**src/rtl/cpu_boot_pkg.sv**
```systemverilog
// rtl/cpu_boot_pkg.sv - shared types and constants for the cpu_16bit boot loader
package cpu_boot_pkg;

    localparam int WORD_W = 16;
    localparam logic [WORD_W-1:0] NOP_WORD = 16'h0000;

    typedef enum logic [2:0] {
        WAIT_LEN,
        LOAD,
        FILL,
        SETTLE,
        RUN,
        ERROR
    } boot_state_e;

endpackage

```
**src/rtl/boot_addr_counter.sv**
```systemverilog
// rtl/boot_addr_counter.sv - instruction write address counter with terminal detect
module boot_addr_counter #(
    parameter int ADDR_W = 8
) (
    input  logic            clk,
    input  logic            reset,
    input  logic            clr,
    input  logic            en,
    input  logic            fill_mode,
    input  logic [ADDR_W:0] len,
    output logic [ADDR_W:0] cnt,
    output logic            term
);

    localparam logic [ADDR_W:0] LAST_ADDR = (ADDR_W+1)'((1 << ADDR_W) - 1);

    logic [ADDR_W:0] cnt_d;
    logic [ADDR_W:0] cnt_q;

    always_comb begin
        cnt_d = cnt_q;
        if (clr) begin
            cnt_d = '0;
        end else if (en) begin
            cnt_d = cnt_q + 1'b1;
        end
    end

    always_ff @(posedge clk) begin
        if (reset) begin
            cnt_q <= '0;
        end else begin
            cnt_q <= cnt_d;
        end
    end

    // Payload ends at len-1; padding always runs to the top of memory.
    assign term = fill_mode ? (cnt_q == LAST_ADDR) : (cnt_q == len - 1'b1);
    assign cnt  = cnt_q;

endmodule

```
**src/rtl/cpu_boot_loader.sv**
```systemverilog
// rtl/cpu_boot_loader.sv - length-prefixed program loader driving the cpu_16bit load port
module cpu_boot_loader
    import cpu_boot_pkg::*;
#(
    parameter int                ADDR_W   = 8,
    parameter bit                PAD_EN   = 1'b1,
    parameter logic [WORD_W-1:0] PAD_WORD = NOP_WORD
) (
    input  logic              clk,
    input  logic              reset,
    input  logic [WORD_W-1:0] in_data,
    input  logic              in_valid,
    output logic              in_ready,
    input  logic              reload,
    output logic [WORD_W-1:0] instruction_out,
    output logic [WORD_W-1:0] load_address,
    output logic              load_instruction,
    output logic              pc_reset,
    output logic              busy,
    output logic              done,
    output logic              error
);

    localparam int              DEPTH   = 1 << ADDR_W;
    localparam logic [ADDR_W:0] DEPTH_W = (ADDR_W+1)'(DEPTH);

    boot_state_e       state_d, state_q;
    logic [ADDR_W:0]   len_d, len_q;
    logic [WORD_W-1:0] instr_d, instr_q;
    logic [WORD_W-1:0] addr_d, addr_q;
    logic              strobe_d, strobe_q;
    logic              in_ready_d, in_ready_q;
    logic              pc_reset_d, pc_reset_q;
    logic              busy_d, busy_q;
    logic              done_d, done_q;
    logic              error_d, error_q;

    logic              accept;
    logic              cnt_clr;
    logic              cnt_en;
    logic              cnt_term;
    logic [ADDR_W:0]   cnt;

    boot_addr_counter #(
        .ADDR_W (ADDR_W)
    ) u_cnt (
        .clk       (clk),
        .reset     (reset),
        .clr       (cnt_clr),
        .en        (cnt_en),
        .fill_mode (state_q == FILL),
        .len       (len_q),
        .cnt       (cnt),
        .term      (cnt_term)
    );

    assign accept = in_valid && in_ready_q;

    always_comb begin
        state_d  = state_q;
        len_d    = len_q;
        instr_d  = instr_q;
        addr_d   = addr_q;
        strobe_d = 1'b0;
        cnt_clr  = 1'b0;
        cnt_en   = 1'b0;

        case (state_q)
            WAIT_LEN: begin
                if (accept) begin
                    len_d   = in_data[ADDR_W:0];
                    cnt_clr = 1'b1;
                    if (in_data == '0) begin
                        state_d = PAD_EN ? FILL : SETTLE;
                    end else if (32'(in_data) > DEPTH) begin
                        state_d = ERROR;
                    end else begin
                        state_d = LOAD;
                    end
                end
            end
            LOAD: begin
                if (accept) begin
                    strobe_d = 1'b1;
                    instr_d  = in_data;
                    addr_d   = WORD_W'(cnt);
                    cnt_en   = 1'b1;
                    if (cnt_term) begin
                        state_d = (PAD_EN && (len_q < DEPTH_W)) ? FILL : SETTLE;
                    end
                end
            end
            FILL: begin
                strobe_d = 1'b1;
                instr_d  = PAD_WORD;
                addr_d   = WORD_W'(cnt);
                cnt_en   = 1'b1;
                if (cnt_term) begin
                    state_d = SETTLE;
                end
            end
            SETTLE: begin
                state_d = RUN;
            end
            RUN, ERROR: begin
                if (reload) begin
                    state_d = WAIT_LEN;
                    cnt_clr = 1'b1;
                end
            end
            default: begin
                state_d = WAIT_LEN;
            end
        endcase

        // Status outputs follow the next state so the CPU is released only once
        // the final write strobe has been presented while pc_reset is still high.
        in_ready_d = (state_d == WAIT_LEN) || (state_d == LOAD);
        busy_d     = (state_d == LOAD) || (state_d == FILL) || (state_d == SETTLE);
        done_d     = (state_d == RUN);
        error_d    = (state_d == ERROR);
        pc_reset_d = (state_d != RUN);
    end

    always_ff @(posedge clk) begin
        if (reset) begin
            state_q    <= WAIT_LEN;
            len_q      <= '0;
            instr_q    <= '0;
            addr_q     <= '0;
            strobe_q   <= 1'b0;
            in_ready_q <= 1'b1;
            pc_reset_q <= 1'b1;
            busy_q     <= 1'b0;
            done_q     <= 1'b0;
            error_q    <= 1'b0;
        end else begin
            state_q    <= state_d;
            len_q      <= len_d;
            instr_q    <= instr_d;
            addr_q     <= addr_d;
            strobe_q   <= strobe_d;
            in_ready_q <= in_ready_d;
            pc_reset_q <= pc_reset_d;
            busy_q     <= busy_d;
            done_q     <= done_d;
            error_q    <= error_d;
        end
    end

    assign in_ready         = in_ready_q;
    assign instruction_out  = instr_q;
    assign load_address     = addr_q;
    assign load_instruction = strobe_q;
    assign pc_reset         = pc_reset_q;
    assign busy             = busy_q;
    assign done             = done_q;
    assign error            = error_q;

endmodule
```
**config.mk**
```make
export PLATFORM = sky130hd
export DESIGN_NAME = cpu_boot_loader
export DESIGN_NICKNAME = d
export VERILOG_FILES = /design/src/rtl/cpu_boot_pkg.sv /design/src/rtl/boot_addr_counter.sv /design/src/rtl/cpu_boot_loader.sv
export SDC_FILE = /design/constraint.sdc
export NUM_CORES = 1
export LEC_CHECK = 0
export ABC_AREA = 1
export CAP_MARGIN = 20
export CORE_MARGIN = 2
export CORE_UTILIZATION = 45
export CTS_CLUSTER_SIZE = 20
export DETAILED_ROUTE_END_ITERATION = 8
export GPL_ROUTABILITY_DRIVEN = 0
export GPL_TIMING_DRIVEN = 0
export PLACE_DENSITY = 0.75
export SLEW_MARGIN = 20
export SYNTH_ARGS = -nofsm -noshare
export SYNTH_HDL_FRONTEND = slang
export SYNTH_HIERARCHICAL = 1
export SYNTH_SLANG_ARGS = --single-unit
```
**constraint.sdc**
```tcl
create_clock -name clk -period 2.2 [get_ports clk]
set_clock_uncertainty 0.1 [all_clocks]
set_input_delay 0.33 -clock clk [delete_from_list [all_inputs] [get_ports clk]]
set_output_delay 0.33 -clock clk [all_outputs]
set_load 0.1 [all_outputs]
```
==> impl_metrics.env <==
export IMPL_grtUsageTotal=0.209
export IMPL_synth_top_family_by_area="simple AND/OR/NAND/NOR gates"
export IMPL_fin_cells=520
export IMPL_synth_top_cells_by_area="dfxtp_1 40%, nand2_1 16%, nand3_1 7.3%, nor2_1 6.6%, a21oi_1 4.8%"
export IMPL_postSynthAreaPerCell_um2=6.91
export IMPL_routed_wl_um=6260
export IMPL_path_class="flop to flop"
export IMPL_cellInternalPower_mw=1.52
export IMPL_synth_ff_type="dfxtp_1"
export IMPL_routed_via_density=4.98
export IMPL_synth_compound_area_frac=0.115
export IMPL_cp_start_kind="flop"
export IMPL_fmax_mhz=453
export IMPL_violations="setup timing"
export IMPL_synth_xor_area_share=0
export IMPL_hold_slack_ns=0.359
export IMPL_fp_dieH_um=80.0
export IMPL_power_mw=2.33
export IMPL_first_pass_iters=4
export IMPL_fp_row_count=27
export IMPL_ys_seq_elements=52
export IMPL_drtIter0Drc=156
export IMPL_io_buffers=50
export IMPL_synth_area_um2=2600
export IMPL_arrival_ns=2.31
export IMPL_powerDensity_nw_per_um2=674
export IMPL_required_ns=2.31
export IMPL_fin_tns_setup_ns=-0.00699
export IMPL_hold_violations=0
export IMPL_area_growth_pct=33.2
export IMPL_yosys_warnings=6
export IMPL_worst_pin_slew_ns=0.976
export IMPL_fin_nets=471
export IMPL_n_antenna_cell=0
export IMPL_antenna_found_initial=0
export IMPL_vias=2588
export IMPL_die_w_um=80.0
export IMPL_insertion_delay_ns=0.30
export IMPL_maxCapViolations=0
export IMPL_switching_share=0.349
export IMPL_synth_async_reset_ratio=0
export IMPL_grt_overflow=0
export IMPL_synth_top_area_share=0.400
export IMPL_hold_class="flop to flop"
export IMPL_slew_headroom=0.348
export IMPL_status="finished with violations"
export IMPL_clock_root_buffer="clkbuf_8"
export IMPL_grt_pass1_vias=2455
export IMPL_max_vdd_ir_drop_uv=413
export IMPL_cts_buffer_depth=2
export IMPL_p_comb_frac=0.295
export IMPL_drive_gt1_frac=0.183
export IMPL_synthSimpleGateAreaFrac=0.370
export IMPL_grt_max_degree=17
export IMPL_slew_viol_final=0
export IMPL_min_period_ns=2.21
export IMPL_drc_errors=0
export IMPL_wl_per_cell_um=12.0
export IMPL_p_leak_nw=1.68
export IMPL_synth_largest_area_cell="dfxtp_1"
export IMPL_synth_adder_area_share=0.00962
export IMPL_fin_crit_sh=1.00
export IMPL_place_inst=504
export IMPL_dp_hpwl_um=4630
export IMPL_ios=58
export IMPL_seq_area_frac_synth=0.400
export IMPL_h_tree_depth=2
export IMPL_path_max_fanout=7
export IMPL_synth_edf_count=0
export IMPL_cts_tree="done"
export IMPL_cts_sinks=52
export IMPL_power_switching_uw=813
export IMPL_path_clk_slew_ns=0.09
export IMPL_synth_cell_type_count=32
export IMPL_power_frac_seq=0.436
export IMPL_grt_first_pass_wirelength_um=10700
export IMPL_die_area_um2=6400
export IMPL_synthCells=376
export IMPL_ant_nets=0
export IMPL_setup_viol=2
export IMPL_synthMuxAreaShare=0
export IMPL_crit_path_end_kind="flop"
export IMPL_core_um2=5540
export IMPL_rsz0062_at_grt="yes"
export IMPL_setup_slack_ns=-0.00622
export IMPL_start_util=0.469
export IMPL_p_clk_frac=0.269
export IMPL_cts_made_buffers=5
## what timing repair did
item,in CTS,in global routing
hold endpoints to repair,0,0
gates cloned,0,0
hold buffers,0,0
buffers inserted,7,3
endpoints found under the setup margin,30,17
resized for setup,39,25
pin swaps,8,13
## cells by family (layout without fill, tap and decap cells)
| logic type | after synthesis | after routing |
|---|---|---|
| AOI/OAI and AO/OA | 50 | 50 |
| adders and majority gates | 2 | 2 |
| buffers and inverters | 54 | 120 |
| DFF | 52 | 52 |
| other | 1 | 7 |
| and+or+nand+nor | 217 | 217 |
## cell type report
type,count,area (um^2)
fill,539,2080
multi-input combinational,276,1370
sequential,52,1050
timing repair buffer,60,571
inverter,36,148
buffer,18,136
tap,72,90.1
clock buffer,5,68.8
clock inverter,1,30.0
## metal layers
layer / global-route usage / vias to the layer above / wire length [um] / part of all wire
met5: 0 / - / 0 / 0
met4: 0.0610 / 0 / 131 / 0.021
met3: 0.0373 / 14 / 349 / 0.056
met2: 0.373 / 73 / 3030 / 0.48
met1: 0.254 / 1172 / 2760 / 0.44
li1: - / 1329 / - / -
## path summary, 6_finish.rpt
path,startpoint,end,slack (ns),cells past startpoint
max,state_q[2]$_SDFF_PP0_,busy$_SDFF_PP0_,-0.006,20
min,load_address[4]$_SDFFE_PP0P_,load_address[4]$_SDFFE_PP0P_,0.36,2
max reg2reg,state_q[2]$_SDFF_PP0_,busy$_SDFF_PP0_,-0.006,20
min reg2reg,load_address[4]$_SDFFE_PP0P_,load_address[4]$_SDFFE_PP0P_,0.36,2
## sequential cells by signal, indices dropped and copies added (netlist names)
name              count
state_q               3
done                  1
pc_reset              1
instruction_out      16
busy                  1
load_address          9
load_instruction      1
in_ready              1
len_q                 9
error                 1
u_cnt/cnt             9
## power by group through the flow
stage,clock network [mW],logic (mW),registers [mW]
finish,0.627,0.689,1.02
global route,0.678,0.753,1.02
CTS,0.643,0.670,1.02
detailed placement,0,0.654,1.04
global placement,0,0.645,1.04
floorplan,0,0.341,1.20
## cell usage after synthesis (all sizes together), types with 2 or more instances
cell type  number
nand2         115
dfxtp          52
nor2           49
nand3          41
inv            35
a21oi          25
o21ai          24
buf            15
nand4           8
clkbuf          3
nor3            3
ha              2
## critical path, stage by stage, from the launching register on
cell     delay (ns)
dfxtp_2        0.36
nor2_4         0.05
nand2_4        0.06
inv_4          0.05
inv_8          0.07
buf_6          0.10
nand3_1        0.08
nand2_1        0.07
nand3_1        0.07
nor2_1         0.11
nand2_1        0.08
nor2_2         0.13
nand3_1        0.09
nor2_2         0.12
inv_1          0.05
nor2_1         0.08
a21oi_1        0.06
nor2_1         0.14
nand2_2        0.10
nor2_1         0.11
nor2_1         0.04
## per-stage QoR
stage                     instance area, um^2  utilization  setup WS, ns
after global placement                   3220        0.580        -0.374
after floorplan                          2630            -        0.0114
after global routing                     3460        0.625        -0.208
after CTS                                3370        0.608      -0.00137
final                                    3460        0.625      -0.00622
after detailed placement                 3220        0.580        -0.375
## layout by cell type, fill, tap and decap left out, types with 2 or more instances in the layout
cell type,count
inv_1,28
nor2_2,7
dlygate4sd2_1,23
nand2_2,7
o21ai_0,10
clkbuf_4,2
inv_4,2
inv_2,5
nor2_1,41
nand2_4,3
clkdlybuf4s50_1,19
nand2_1,105
nand3_2,4
nand3_1,36
nor3_2,2
clkbuf_8,5
dfxtp_2,5
o21ai_1,4
clkbuf_1,2
nand4_1,8
dfxtp_1,46
buf_6,5
o21ai_2,9
conb_1,7
buf_4,17
a21oi_1,25
dlymetal6s2s_1,8
Power figures use the tool's default switching activity.
